**src/rtl/trace_capture_buffer_if.sv**
```systemverilog
// -----------------------------------------------------------------------------
// trace_capture_buffer_if
// Bundles the control, sample and read-out signals of trace_capture_buffer.
//   master : drives arm/clear/sample_en/trigger/data/read_ready, observes status
//   slave  : the capture buffer itself
// Parameters CH, W, DEPTH must match those of the attached buffer.
// Optional macro TRACE_TIMESTAMP_EN adds read_time[15:0] (slave output).
// -----------------------------------------------------------------------------
interface trace_capture_buffer_if #(
    parameter int CH    = 4,
    parameter int W     = 16,
    parameter int DEPTH = 8
);
    localparam int CW = $clog2(DEPTH + 1);

    logic                 arm;
    logic                 clear;
    logic                 sample_en;
    logic                 trigger;
    logic [CH*W-1:0]      data;
    logic                 read_ready;
    logic                 read_valid;
    logic [CH*W-1:0]      read_data;
    logic [CW-1:0]        count;
    logic                 full;
    logic                 empty;
    logic                 overflow;
    logic [1:0]           state;
`ifdef TRACE_TIMESTAMP_EN
    logic [15:0]          read_time;
`endif

    modport master (
        output arm, clear, sample_en, trigger, data, read_ready,
        input  read_valid, read_data, count, full, empty, overflow, state
`ifdef TRACE_TIMESTAMP_EN
        , input read_time
`endif
    );

    modport slave (
        input  arm, clear, sample_en, trigger, data, read_ready,
        output read_valid, read_data, count, full, empty, overflow, state
`ifdef TRACE_TIMESTAMP_EN
        , output read_time
`endif
    );
endinterface

```
**src/rtl/trace_capture_buffer.sv**
```systemverilog
// -----------------------------------------------------------------------------
// trace_capture_buffer
// Logic-analyser style capture buffer: after arm it samples continuously into a
// circular buffer (oldest entries overwritten when full), on trigger it keeps
// POST further samples, then drains the stored window oldest-first through a
// first-word-fall-through valid/ready read port.
//
// Ports
//   clk    : clock, all state changes on the rising edge
//   Reset  : synchronous active-high reset
//   bus    : trace_capture_buffer_if.slave
//            arm, clear, sample_en, trigger, data[CH*W], read_ready (in)
//            read_valid, read_data[CH*W], count, full, empty, overflow,
//            state (0 IDLE, 1 PRE, 2 POST, 3 DONE) (out)
//
// Optional macro TRACE_TIMESTAMP_EN: adds a free-running 16-bit cycle counter;
// every stored entry keeps the counter value of its store cycle, shown on
// bus.read_time alongside bus.read_data.
// -----------------------------------------------------------------------------
module trace_capture_buffer #(
    parameter int CH    = 4,
    parameter int W     = 16,
    parameter int DEPTH = 8,
    parameter int POST  = 4
) (
    input  logic                  clk,
    input  logic                  Reset,
    trace_capture_buffer_if.slave bus
);
    localparam int DW = CH * W;
    localparam int AW = $clog2(DEPTH);
    localparam int CW = $clog2(DEPTH + 1);

    localparam logic [1:0] S_IDLE = 2'd0;
    localparam logic [1:0] S_PRE  = 2'd1;
    localparam logic [1:0] S_POST = 2'd2;
    localparam logic [1:0] S_DONE = 2'd3;

    localparam logic [CW-1:0] DEPTH_C = CW'(DEPTH);
    localparam logic [CW-1:0] POST_C  = CW'(POST);
    localparam logic [CW-1:0] ONE_C   = CW'(1);

    logic [DW-1:0]  mem [DEPTH];

    logic [1:0]     state_reg,     state_next;
    logic [AW-1:0]  wr_ptr_reg,    wr_ptr_next;
    logic [AW-1:0]  rd_ptr_reg,    rd_ptr_next;
    logic [CW-1:0]  count_reg,     count_next;
    logic [CW-1:0]  remaining_reg, remaining_next;
    logic           overflow_reg,  overflow_next;

    logic           full;
    logic           store;
    logic           read_valid;
    logic           pop;

    assign full       = (count_reg == DEPTH_C);
    // clear wins over any same-cycle sample or pop
    assign store      = bus.sample_en && !bus.clear &&
                        ((state_reg == S_PRE) || (state_reg == S_POST));
    assign read_valid = (state_reg == S_DONE) && (count_reg != '0);
    assign pop        = read_valid && bus.read_ready && !bus.clear;

    always_comb begin
        state_next     = state_reg;
        wr_ptr_next    = wr_ptr_reg;
        rd_ptr_next    = rd_ptr_reg;
        count_next     = count_reg;
        remaining_next = remaining_reg;
        overflow_next  = overflow_reg;

        if (bus.clear) begin
            state_next     = S_IDLE;
            wr_ptr_next    = '0;
            rd_ptr_next    = '0;
            count_next     = '0;
            remaining_next = '0;
            overflow_next  = 1'b0;
        end else begin
            case (state_reg)
                S_IDLE: begin
                    if (bus.arm) begin
                        state_next    = S_PRE;
                        wr_ptr_next   = '0;
                        rd_ptr_next   = '0;
                        count_next    = '0;
                        overflow_next = 1'b0;
                    end
                end
                S_PRE, S_POST: begin
                    if (store) begin
                        // DEPTH is a power of two, so pointer wrap is free
                        wr_ptr_next = wr_ptr_reg + 1'b1;
                        if (full) begin
                            // keep the newest DEPTH samples: drop the oldest
                            rd_ptr_next   = rd_ptr_reg + 1'b1;
                            overflow_next = 1'b1;
                        end else begin
                            count_next = count_reg + 1'b1;
                        end
                    end
                    if (state_reg == S_PRE) begin
                        // a sample taken in the trigger cycle counts as pre-trigger
                        if (bus.trigger) begin
                            if (POST_C == '0) begin
                                state_next = S_DONE;
                            end else begin
                                state_next     = S_POST;
                                remaining_next = POST_C;
                            end
                        end
                    end else if (store) begin
                        remaining_next = remaining_reg - 1'b1;
                        if (remaining_reg == ONE_C) begin
                            state_next = S_DONE;
                        end
                    end
                end
                S_DONE: begin
                    if (count_reg == '0) begin
                        state_next = S_IDLE;
                    end else if (pop) begin
                        rd_ptr_next = rd_ptr_reg + 1'b1;
                        count_next  = count_reg - 1'b1;
                    end
                end
                default: state_next = S_IDLE;
            endcase
        end
    end

    always_ff @(posedge clk) begin
        if (Reset) begin
            state_reg     <= S_IDLE;
            wr_ptr_reg    <= '0;
            rd_ptr_reg    <= '0;
            count_reg     <= '0;
            remaining_reg <= '0;
            overflow_reg  <= 1'b0;
        end else begin
            state_reg     <= state_next;
            wr_ptr_reg    <= wr_ptr_next;
            rd_ptr_reg    <= rd_ptr_next;
            count_reg     <= count_next;
            remaining_reg <= remaining_next;
            overflow_reg  <= overflow_next;
        end
    end

    // Storage is never reset; contents are only meaningful below count_reg.
    // The read is asynchronous because the head entry must be visible in the
    // same cycle the read pointer moves (first-word fall-through).
    always_ff @(posedge clk) begin
        if (store) begin
            mem[wr_ptr_reg] <= bus.data;
        end
    end

`ifdef TRACE_TIMESTAMP_EN
    logic [15:0] ts_reg;
    logic [15:0] ts_mem [DEPTH];

    always_ff @(posedge clk) begin
        if (Reset) begin
            ts_reg <= 16'd0;
        end else begin
            ts_reg <= ts_reg + 16'd1;
        end
    end

    always_ff @(posedge clk) begin
        if (store) begin
            ts_mem[wr_ptr_reg] <= ts_reg;
        end
    end

    assign bus.read_time = ts_mem[rd_ptr_reg];
`endif

    assign bus.read_valid = read_valid;
    assign bus.read_data  = mem[rd_ptr_reg];
    assign bus.count      = count_reg;
    assign bus.full       = full;
    assign bus.empty      = (count_reg == '0);
    assign bus.overflow   = overflow_reg;
    assign bus.state      = state_reg;

endmodule

```
**src/flat_wrapper.sv**
```systemverilog
// flat-port wrapper written by rule: the top's interface ports become plain ports
module trace_capture_buffer_flat 
#(
    parameter int CH    = 4,
    parameter int W     = 16,
    parameter int DEPTH = 8,
    parameter int POST  = 4
)
  (clk, Reset, bus_arm, bus_clear, bus_sample_en, bus_trigger, bus_data, bus_read_ready, bus_read_valid, bus_read_data, bus_count, bus_full, bus_empty, bus_overflow, bus_state);
  trace_capture_buffer_if #(.CH(CH), .W(W), .DEPTH(DEPTH)) bus_i ();
  input  logic clk;
  input  logic Reset;
  input wire logic [$bits(bus_i.arm)-1:0] bus_arm;
  input wire logic [$bits(bus_i.clear)-1:0] bus_clear;
  input wire logic [$bits(bus_i.sample_en)-1:0] bus_sample_en;
  input wire logic [$bits(bus_i.trigger)-1:0] bus_trigger;
  input wire logic [$bits(bus_i.data)-1:0] bus_data;
  input wire logic [$bits(bus_i.read_ready)-1:0] bus_read_ready;
  output wire logic [$bits(bus_i.read_valid)-1:0] bus_read_valid;
  output wire logic [$bits(bus_i.read_data)-1:0] bus_read_data;
  output wire logic [$bits(bus_i.count)-1:0] bus_count;
  output wire logic [$bits(bus_i.full)-1:0] bus_full;
  output wire logic [$bits(bus_i.empty)-1:0] bus_empty;
  output wire logic [$bits(bus_i.overflow)-1:0] bus_overflow;
  output wire logic [$bits(bus_i.state)-1:0] bus_state;
  assign bus_i.arm = bus_arm;
  assign bus_i.clear = bus_clear;
  assign bus_i.sample_en = bus_sample_en;
  assign bus_i.trigger = bus_trigger;
  assign bus_i.data = bus_data;
  assign bus_i.read_ready = bus_read_ready;
  assign bus_read_valid = bus_i.read_valid;
  assign bus_read_data = bus_i.read_data;
  assign bus_count = bus_i.count;
  assign bus_full = bus_i.full;
  assign bus_empty = bus_i.empty;
  assign bus_overflow = bus_i.overflow;
  assign bus_state = bus_i.state;
  trace_capture_buffer #(.CH(CH), .W(W), .DEPTH(DEPTH), .POST(POST)) u_core (.clk(clk), .Reset(Reset), .bus(bus_i));
endmodule
```
**config.mk**
```make
export PLATFORM = sky130hd
export DESIGN_NAME = trace_capture_buffer_flat
export DESIGN_NICKNAME = d
export VERILOG_FILES = /design/src/rtl/trace_capture_buffer_if.sv /design/src/rtl/trace_capture_buffer.sv /design/src/flat_wrapper.sv
export SDC_FILE = /design/constraint.sdc
export NUM_CORES = 1
export LEC_CHECK = 0
export CORE_UTILIZATION = 58
export DETAILED_ROUTE_END_ITERATION = 10
export PLACE_DENSITY = 0.87
export SYNTH_ARGS = -nofsm -noshare
export SYNTH_HDL_FRONTEND = slang
export SYNTH_SLANG_ARGS = --single-unit
```
**constraint.sdc**
```tcl
create_clock -name clk -period 9.9 [get_ports clk]
set_input_delay 1.98 -clock clk [delete_from_list [all_inputs] [get_ports clk]]
set_output_delay 1.98 -clock clk [all_outputs]
set_load 0.02 [all_outputs]
```
* After elaboration in Yosys (flattened, before gate mapping)
Memory sizes are Yosys's and may differ from the RTL's. A register that Yosys moved wholly into a read port is not among the register bits.
Index checks and enable logic that the tools add are counted.
Widths: inputs -> output; s select.
** Word-level totals
- Word-level logic and storage cells :: 80
- Memory bits (read-only) :: 0
- Register bits :: 17
- RAM bits :: 512
- Bits in latches :: 0
- Output and inout bits :: 74
- Memories :: 1
- Input port bits :: 71
** Operators by class
- Bitwise gates (word level) :: 0
- $add $sub $neg :: 5
- Equality and inequality tests :: 16
- Multipliers :: 0
- Magnitude comparators :: 0
- Shift-type cells :: 0
- Reduce and logical (&&, ||, !) cells :: 20
- Div/mod/pow operators :: 0
- Mux-type cells :: 32
** Memory list
- u_core.mem :: depth 8, width 64, rd ports 1, clocked after memory_dff 1, wr ports 1, line trace_capture_buffer.sv:43 : logic [DW-1:0] mem [DEPTH];
** Operators with widths (count)
- $mux 4 :: 8
- $mux 3 :: 8
- $reduce_and 5->1 :: 3
- $mux 2 :: 6
- $ne 2x2->1 const B :: 6
- $pmux 4 s3 :: 1
- $pmux 3 s3 :: 1
- $sub 4x1->4 const B :: 2
- $add 3x1->3 const B :: 2
- $ne 3x1->1 const B :: 2
- $pmux 2 s3 :: 1
- $pmux 3 s2 :: 1
- $reduce_and 3->1 :: 2
- $logic_and 1x1->1 :: 5
- $mux 1 :: 5
- $add 4x1->4 const B :: 1
- $eq 2x2->1 const B :: 2
- $eq 4x1->1 const B :: 1
- $eq 4x4->1 const B :: 1
- $logic_not 4->1 :: 1
- $ne 2x1->1 const B :: 2
- $reduce_and 4->1 :: 1
- $reduce_bool 2->1 :: 2
- $reduce_bool 4->1 :: 1
- 7 further kinds :: 8

* Logic depth before layout (Yosys ltp)
Gate-level depths: netlist of the first run.
- Word-level depth :: 9
- Gate-level depth with buffers :: 8
- Mapped depth without buffers :: 7

* Least setup slack after synthesis of the first run
Ideal clock, no wire load.
- Kind :: input to register
- Start point :: input bus_sample_en
- End point :: memory u_core.mem[0][0] (netlist name), enable pin
- Cell stages on the path :: 5
- Buffers on the path :: 1
- Setup slack :: 2.319 ns
- Library setup time :: 0.565 ns
- Data arrival time :: 7.016 ns
- Path through :: nor2b_1 > buf_2 > nand2_1 > or2_2 > nor3_1
** Between the ends
- Word-level cells in the longest chain between the ends :: 4
** RTL lines
- start: declaration :: line flat_wrapper.sv:15 : input wire logic [$bits(bus_i.sample_en)-1:0] bus_sample_en;
- $logic_and 1x1->1 (2 in a row) :: line trace_capture_buffer.sv:59 : assign store = bus.sample_en && !bus.clear &&
- $mux 1 :: line trace_capture_buffer.sv:154 : if (store) begin
- $mux 1 (not written as such) :: line trace_capture_buffer.sv:155 : mem[wr_ptr_reg] <= bus.data;
- end: declaration :: line trace_capture_buffer.sv:43
No other way between the ends.

==> metrics.cfg, run 1 <==
[status]
outcome=finished, final reports clean

[floorplan]
die_h_um=190
io_pins=145
fp.coreArea_um2=34600
start_util_pct=59.1
dieWidth_um=190
rows=68
die_area_um2=36000

[cts]
cts_buffers=52
cts_resized=0
cts_setup_buffers=0
ctsHtreeMaxLevel=2
ctsHoldBuffers=0
cts_tree=done
clk_latency_ns=0.56
cts_root_buf=clkbuf_16
clock-sinks=532
clockBufferDepth=3
clkTransAtPathRegs_ns=0.06

[place]
dpl-instance-area_um2=22400
dp.final_hpwl_um=20900
io_buffers=144
gp_congestion=0.722

[logic_synthesis]
synthMuxAreaShare_pct=17.8
synth_compound_area_share_pct=1.21
syn_area_per_cell_um2=22.8
synth_top_cell_by_area=edfxtp_1
synth_area_um2=20500
synth-simple-area-share_pct=1.91
yosysWarnings=0
async_flop_share_pct=0
netlist_instances=897
syn-num-nets=979
yosysSeqAreaShare_pct=77.1
synth_enable_flop_cells=512
synth_top_area_share_pct=75.2
synthAdderAreaFrac_pct=0.710
ys_seq_elements=532
synth_top_family_by_area=multiplexers
synthXorXnorAreaFrac_pct=0.128
ys.flop_type=edfxtp_1
ys_types=52
yosys-top-cells-area=edfxtp_1 75%, mux4_2 14%, mux2_2 3.5%

[pwr]
pwr_density_cell_nw_per_um2=187
pwr-share-clk_pct=41.7
seqPwrFrac_pct=55.1
pwr-share-comb_pct=3.3
p_int_mw=3.62
switchingPower_mw=0.876
p_leak_nw=7.37
ir_worst_vdd_mv=0.151
swShare_pct=19.5

[finish]
final_cell_mix=512 x edfxtp_1, 144 x clkdlybuf4s50_1, 128 x mux4_2
nNetsFinal=1146
fin_area_um2=24100
utilization_pct=69.5
layout-drive-gt1-share_pct=26.9
final_common_cell=edfxtp_1
largest_reg_flops=512
area_delta_synth_final_pct=17.6

[sta]
tns_ns=0
post-route-min-period_ns=5.77
worst_pin_slew_ns=1.13
setup-violations-final=0
grt_setup_unrepaired=no
hold_violations=0
fin_crit_sh_pct=58.3
slew-limit-headroom_pct=24.7
slew_violations=0
clock_skew_ns=0.0133
max_freq_mhz=173

[global_route]
grt_pass1_vias=10100
grt_pass1_wl_um=61800
grt_max_degree=87
grt_usage_pct=23.6
antenna_found_initial=4
overflow=0

[detailed_routing]
drtPass1Iterations=7
via_per_inst=6.16
drc=0
vias=9628
drt-initial-drc-count=960
routedWlPerCell_um=26.5
wl_um=41400
ant_nets=0

[setup_path]
path_cells=buf_4 > mux4_2 > mux2_2 > clkdlybuf4s50_1
crit_path_end_kind=primary output
crit_type=reg -> out
crit_buf_inv=2
critPathArrivalTime_ns=3.79
critPathLaunchType=register
slowest_delay_ns=0.95
cp_max_fo=79
crit_required_ns=7.92
crit_path_top_delay_cell=buf_4
crit_family=buffers and inverters

[run]
drv_cap=0

[hold_path]
hp-class=reg -> reg

==> cell type report <==
cell class                      count  area [um^2]
Antenna cell                        4         10.0
Clock buffer                       63         1360
Clock inverter                     31          249
Fill cell                        1967        10600
Inverter                            9         33.8
Multi-Input combinational cell    314         4510
Sequential cell                   532        15800
Tap cell                          455          569
Timing Repair Buffer              155         1540
==> cell usage after synthesis (2+ instances only) <==
library cell / number
edfxtp_1: 512
mux4_2: 128
mux2_2: 64
clkbuf_1: 21
dfxtp_1: 20
buf_2: 16
nand2_1: 14
nor2_1: 14
a21oi_1: 13
ha_1: 10
inv_1: 9
o21ai_0: 9
nand2b_1: 8
nor3_1: 5
mux2i_1: 4
a21o_1: 3
nand3_1: 3
or3_1: 3
a32o_1: 2
buf_1: 2
buf_4: 2
nor2b_1: 2
nor3b_1: 2
o21ai_2: 2
xnor2_1: 2
==> worst reg2reg max path, delay by kind of cell (launching register included) <==
family | cells | cell delay, ns
buffers and inverters | 2 | 0.85
DFF | 1 | 0.41
and+or+nand+nor | 3 | 1.20
adders and majority gates | 1 | 0.69
==> metrics by stage <==
stage                     total power, mW  cells  worst slack [ns]  hold WS [ns]
after floorplan                      2.59    897              2.32         0.456
after global placement               2.67   1465              4.66         0.468
after detailed placement             2.67   1465              4.62         0.467
after CTS                            4.53   1559              4.10         0.477
after global routing                 4.62   1560              3.94         0.515
final                                4.50   1563              4.13         0.481
==> cells by family (layout without fill, tap and decap cells) <==
kind of cell               after synthesis  after routing
adders and majority gates               11             11
DFF                                    532            532
other                                    0              4
buffers and inverters                   51            258
xor gates and xnor gates                 3              3
muxes                                  196            196
and+or+nand+nor                         68             68
AOI/OAI and AO/OA                       36             36
==> final timing paths <==
check,to,cells after the start,slack [ns],from
worst min-delay path,u_core.bus.overflow,2,0.48,u_core.bus.overflow
worst max register to register,u_core.mem[2][41],6,6.33,u_core.bus.state[1]
worst min register to register,u_core.bus.overflow,2,0.48,u_core.bus.overflow
worst max-delay path,bus_read_data[57],4,4.13,register
==> metal layers <==
layer	GRT usage (%)	vias up	part of all wire (%)
li1	-	4111	-
met1	31.8	5085	40
met2	39.6	368	52
met3	4.67	62	6.2
met4	7.17	2	1.9
met5	0	-	0.031
==> power by group through the flow <==
stage | clock network (mW) | logic (mW) | registers [mW]
6_report | 1.87 | 0.148 | 2.48
5_1_grt | 1.99 | 0.158 | 2.48
4_1_cts | 1.90 | 0.149 | 2.48
3_5_place_dp | 0 | 0.147 | 2.52
3_3_place_gp | 0 | 0.141 | 2.52
2_1_floorplan | 0 | 0.0687 | 2.52
Note: power is estimated with default switching activity, not from simulation.
==> run 2, diff against run 1 <==
--- a/config.mk
+++ b/config.mk
@@ -5,9 +5,9 @@
 export SDC_FILE = /design/constraint.sdc
 export NUM_CORES = 1
 export LEC_CHECK = 0
-export CORE_UTILIZATION = 58
+export CORE_UTILIZATION = 53
 export DETAILED_ROUTE_END_ITERATION = 10
-export PLACE_DENSITY = 0.87
+export PLACE_DENSITY = 0.84
 export SYNTH_ARGS = -nofsm -noshare
 export SYNTH_HDL_FRONTEND = slang
 export SYNTH_SLANG_ARGS = --single-unit
==> constraint.sdc (replaced) <==
create_clock -name clk -period 5.2 [get_ports clk]
set_input_delay 1.04 -clock clk [delete_from_list [all_inputs] [get_ports clk]]
set_output_delay 1.04 -clock clk [all_outputs]
set_load 0.02 [all_outputs]
==> run 2 against run 1 <==
Core utilization decreased by 5.2 points. Hold slack improved by 0.0012 ns. Critical endpoint is now bus_read_data[2]. Worst setup slack got worse by 3.2 ns. Sequential power rose by 90%. Clock power is 94% higher. Register-to-register slack worse by 4.2 ns. Die area increased by 9.3%. Via count decreased by 0.78%. Largest power group unchanged. Non-clock buffer count increased by 2. Sequential share of layout area shrank 0.67 points. Critical path depth did not move. Cell count rose by 3.7%.
==> metrics.cfg, run 2 (synthesized netlist as in run 1, its figures left out) <==
[status]
outcome=finished, final reports clean

[sta]
tns_ns=0  ; unchanged
worst_pin_slew_ns=1.09  ; -0.0438 ns
fin_crit_sh_pct=81.8
grt_setup_unrepaired=no
max_freq_mhz=235
slew_violations=0  ; unchanged
clock_skew_ns=0.0156  ; +0.00231 ns
setup-violations-final=0  ; unchanged
slew-limit-headroom_pct=27.7  ; +2.9 points
hold_violations=0  ; unchanged
post-route-min-period_ns=4.25
setup_slack_ns=0.948  ; -3.18 ns

[finish]
stdcell_count=1621  ; +3.7%
nFillCells=2420  ; +23%
final_cell_mix=512 x edfxtp_1, 144 x clkdlybuf4s50_1, 128 x mux4_2
layout-drive-gt1-share_pct=26.9  ; about the same
nNetsFinal=1148  ; +0.17%
utilization_pct=64.2  ; -5.2 points
largest_reg_flops=512  ; unchanged
area_delta_synth_final_pct=18.8
final_common_cell=edfxtp_1

[global_route]
busiest_layer=met2
antenna_found_initial=7  ; +3
grt_max_degree=75  ; -14%
grt_usage_pct=21.2  ; -2.4 points
grt_pass1_vias=10100  ; +0.55%
gr-usage-met1_pct=27.6  ; -4.2 points
grt_pass1_wl_um=60700  ; -1.8%
use_met2_pct=36.3  ; -3.3 points
overflow=0  ; unchanged
grt_use_met3_pct=4.44  ; -0.22 points

[place]
dpl_worst_slack_ns=1.39  ; -3.23 ns
dp.cells=1523  ; +4.0%
io_buffers=144  ; unchanged
gp_congestion=0.748  ; +3.7%
dp.final_hpwl_um=21400  ; +2.6%

[pwr]
switchingPower_mw=1.67  ; +90%
swShare_pct=19.3  ; -0.15 points
p_leak_nw=7.40  ; +0.40%
pwr_density_cell_nw_per_um2=355  ; +90%
finalPower_mw=8.63  ; +92%
p_int_mw=6.96  ; +92%
seqPwrFrac_pct=54.6  ; -0.5 points
pwr-share-clk_pct=42.1  ; +0.4 points
ir_worst_vdd_mv=0.217  ; +44%
pwr-share-comb_pct=3.3  ; about the same

[floorplan]
fp.coreArea_um2=37800  ; +9.3%
start_util_pct=54.1  ; -5.0 points
io_pins=145  ; unchanged
rows=71  ; +4.4%
dieWidth_um=198  ; +4.6%
die_h_um=198  ; +4.6%
die_area_um2=39400  ; +9.3%

[cts]
cts_tree=done
cts_buffers=52  ; unchanged
cts_resized=0  ; unchanged
clk_latency_ns=0.56  ; about the same
ctsHtreeMaxLevel=2  ; unchanged
clkTransAtPathRegs_ns=0.06  ; about the same
clock-sinks=532  ; unchanged
ctsHoldBuffers=0  ; unchanged
cts_root_buf=clkbuf_16
cts_setup_buffers=0  ; unchanged
clockBufferDepth=3  ; unchanged

[run]
drv_cap=0  ; unchanged

[setup_path]
reg2reg_to=u_core.mem[2][38]
crit_path_top_delay_cell=dfxtp_4
reg2reg_from=u_core.bus.state[1]
crit_type=reg -> out
path_cells=buf_12 > mux4_2 > mux2_2 > clkdlybuf4s50_1
cp_max_fo=54  ; -32%
crit_required_ns=4.16  ; -3.76 ns
rrSetupSlack_ns=2.11  ; -4.22 ns
critPathArrivalTime_ns=3.21  ; -0.58 ns
critPathLaunchType=register
slowest_delay_ns=0.71  ; -0.24 ns
crit_path_end_kind=primary output
reg2reg_depth=6  ; unchanged

[detailed_routing]
via_per_inst=5.89  ; -4.3%
wl_um=40600  ; -1.8%
vias=9553  ; -0.78%
drc=0  ; unchanged
routedWlPerCell_um=25.1  ; -5.3%
ant_nets=0  ; unchanged
drtPass1Iterations=5  ; -2
drt-initial-drc-count=659  ; -31%

[hold_path]
hold_start=u_core.rd_ptr_reg[1]
hp-class=reg -> reg
holdPathStages=2  ; unchanged

run 2: worst max path at each step:
stage / end / depth (start not counted)
global placement: u_core.mem[2][37] / 6
CTS: bus_read_data[10] / 4
detailed placement: u_core.mem[2][37] / 6
floorplan: u_core.mem[2][0] / 5
finish: bus_read_data[2] / 4
global route: bus_read_data[2] / 4
run 2: layout make-up:
class	count	area [um^2]	area share, %
sequential	532	15800	65.0
multi-input combinational	314	4520	18.6
timing repair buffer	157	1660	6.85
clock buffer	65	1370	5.64
tap	511	639	2.63
clock inverter	31	284	1.17
inverter	9	33.8	0.139
antenna	2	5.00	0.0206
run 2: power groups by stage:
stage	clock, mW	sequential (mW)	combinational [mW]
after global routing	3.84	4.71	0.305
after detailed placement	0	4.80	0.284
final	3.63	4.71	0.285
after CTS	3.69	4.71	0.287
after global placement	0	4.80	0.274
after floorplan	0	4.80	0.131
run 2: critical path, delay by kind of cell (launching register included):
kind                   cells  cell delay, ns
flip-flops                 1            0.71
buffers and inverters      2            0.97
multiplexers               2            0.89
run 2: routing by layer:
metal | vias to the layer above | part of all wire, %
met5 | - | 0.14
met4 | 8 | 2.0
met3 | 65 | 6.3
met2 | 350 | 52
met1 | 5025 | 39
li1 | 4105 | -
run 2: stage by stage:
step | hold slack [ns] | cell area (um^2)
after floorplan | 0.456 | 20500
after global placement | 0.464 | 22600
after detailed placement | 0.467 | 22600
after CTS | 0.481 | 24300
after global routing | 0.500 | 24300
final | 0.482 | 24300
==> run 3, diff against run 2 <==
==> constraint.sdc (replaced) <==
create_clock -name clk -period 3.42 [get_ports clk]
set_input_delay 0.684 -clock clk [delete_from_list [all_inputs] [get_ports clk]]
set_output_delay 0.684 -clock clk [all_outputs]
set_load 0.02 [all_outputs]
==> run 3 against run 2 <==
Register-to-register slack worse by 1.0 ns. Combinational power up 57%. Design area up 2.0%. Clock skew up 0.0052 ns. Via count up 3.8%. Routed wire length up 9.4%. Clock power up 53%. Sequential share of layout area down 1.3 points. Hold slack better by 0.0032 ns. Power up 53%. Critical path depth up 1. Critical endpoint is now bus_read_data[58]. Largest power group unchanged. Highest routed layer unchanged.
==> metrics.cfg, run 3 (synthesized netlist as in run 1, its figures left out) <==
[status]
outcome=finished, final reports clean

[sta]
worst_pin_slew_ns=0.599  ; -0.486 ns
hold_violations=0  ; unchanged
setup-violations-final=0  ; unchanged
grt_setup_unrepaired=no
setup_slack_ns=0.0986  ; -0.850 ns
post-route-min-period_ns=3.32
clock_skew_ns=0.0208  ; +0.00520 ns
slew-limit-headroom_pct=60.1  ; +32 points
tns_ns=0  ; unchanged
hold_slack_ns=0.485  ; +0.00317 ns
slew_violations=0  ; unchanged
fin_crit_sh_pct=97.1
max_freq_mhz=301

[place]
gp_congestion=0.733  ; -2.0%
io_buffers=144  ; unchanged
dpl-instance-area_um2=22900  ; +1.1%
dp.final_hpwl_um=22700  ; +5.9%
dp.cells=1540  ; +1.1%
dpl_worst_slack_ns=0.457  ; -0.929 ns

[setup_path]
critPathLaunchType=register
critPathArrivalTime_ns=2.64  ; -0.57 ns
reg2reg_from=u_core.bus.state[0]
cp_max_fo=18  ; -67%
crit_required_ns=2.74  ; -1.42 ns
rrSetupSlack_ns=1.09  ; -1.02 ns
crit_path_end_kind=primary output
reg2reg_depth=6  ; unchanged
reg2reg_to=u_core.mem[0][35]
crit_type=reg -> out

[floorplan]
die_h_um=198  ; unchanged
die_area_um2=39400  ; unchanged
io_pins=145  ; unchanged
start_util_pct=54.1  ; unchanged
fp.coreArea_um2=37800  ; unchanged
rows=71  ; unchanged
dieWidth_um=198  ; unchanged

[cts]
clockBufferDepth=3  ; unchanged
ctsHtreeMaxLevel=2  ; unchanged
ctsHoldBuffers=0  ; unchanged
clkTransAtPathRegs_ns=0.06  ; about the same
clock-sinks=532  ; unchanged
clk_latency_ns=0.57  ; about the same
cts_tree=done
cts_root_buf=clkbuf_16
cts_buffers=50  ; -3.8%

[global_route]
grt_pass1_wl_um=65200  ; +7.3%
grt_max_degree=57  ; -24%
antenna_found_initial=7  ; unchanged
overflow=0  ; unchanged
grt_pass1_vias=10200  ; +0.83%
grt_usage_pct=23.1  ; +1.8 points

[detailed_routing]
vias=9919  ; +3.8%
drt-initial-drc-count=1026  ; +56%
topRoutingLayerUsed=met5
drtPass1Iterations=5  ; unchanged
ant_nets=0  ; unchanged
routedWlPerCell_um=27.0  ; +7.8%
dr_wl_met3_um=3050  ; +19%
drc=0  ; unchanged
met1Wirelength_um=17900  ; +12%
via_per_inst=6.03  ; +2.3%
wl_um=44400  ; +9.4%
met2_length_um=22200  ; +4.5%

[pwr]
ir_worst_vdd_mv=0.340  ; +56%
pwr_density_cell_nw_per_um2=532  ; +50%
p_leak_nw=7.92  ; +7.0%
finalPower_mw=13.2  ; +53%

[hold_path]
holdPathEnd=u_core.rd_ptr_reg[1]
hold_start=u_core.rd_ptr_reg[1]
hp-class=reg -> reg
holdPathStages=2  ; unchanged

[finish]
final_cell_mix=512 x edfxtp_1, 128 x mux4_2, 82 x clkdlybuf4s50_1
nFillCells=2376  ; -1.8%
layout-drive-gt1-share_pct=28.7  ; +1.8 points
regArea_um2=15800  ; about the same
nNetsFinal=1178  ; +2.6%
utilization_pct=65.5  ; +1.3 points
area_delta_synth_final_pct=21.2
largest_reg_flops=512  ; unchanged
final_common_cell=edfxtp_1
fin_area_um2=24800  ; +2.0%
multi_input_area_um2=4520  ; about the same
stdcell_count=1645  ; +1.5%

[run]
drv_cap=0  ; unchanged

-- run 3: worst max-delay path by stage --
stage | endpoint | slack, ns | cells after the start
6_report | bus_read_data[58] | 0.1 | 5
5_1_grt | bus_read_data[58] | 0.009 | 5
4_1_cts | bus_read_data[19] | 0.0004 | 5
3_5_place_dp | u_core.mem[0][42] | 0.46 | 7
3_3_place_gp | u_core.mem[0][41] | 0.52 | 7
2_1_floorplan | u_core.mem[3][0] | -0.11 | 6
-- run 3: what timing repair did --
action                     4_1_cts  5_1_grt
setup endpoints to repair       50       28
setup buffers                    4        9
gates cloned                     2        0
resized for setup               42       29
-- run 3: cell type report --
class,instances,share of cell area [%]
diodes,4,0.0404
clock buffers,61,5.30
clock inverters,25,1.28
inverters,9,0.136
multi-input cells,314,18.2
flip-flops and latches,532,63.7
well taps,511,2.58
repair buffers,189,8.72
-- run 3: power by group --
group	total, mW	internal, mW	switching (mW)
registers	7.16	7.15	0.00962
clock network	5.57	3.31	2.26
logic	0.448	0.211	0.237
total	13.2	10.7	2.51
-- run 3: worst max-delay path, stage by stage (launching register included) --
cell and delay (ns):
dfxtp_4 0.38, buf_4 0.14, buf_16 0.19, mux4_2 0.52, mux2_2 0.29, clkdlybuf4s50_1 0.54
-- run 3: per-layer routing --
| layer | vias up | track usage (%) |
|---|---|---|
| met5 | - | 0 |
| met4 | 6 | 8.83 |
| met3 | 80 | 5.10 |
| met2 | 451 | 36.4 |
| met1 | 5210 | 31.7 |
| li1 | 4172 | - |
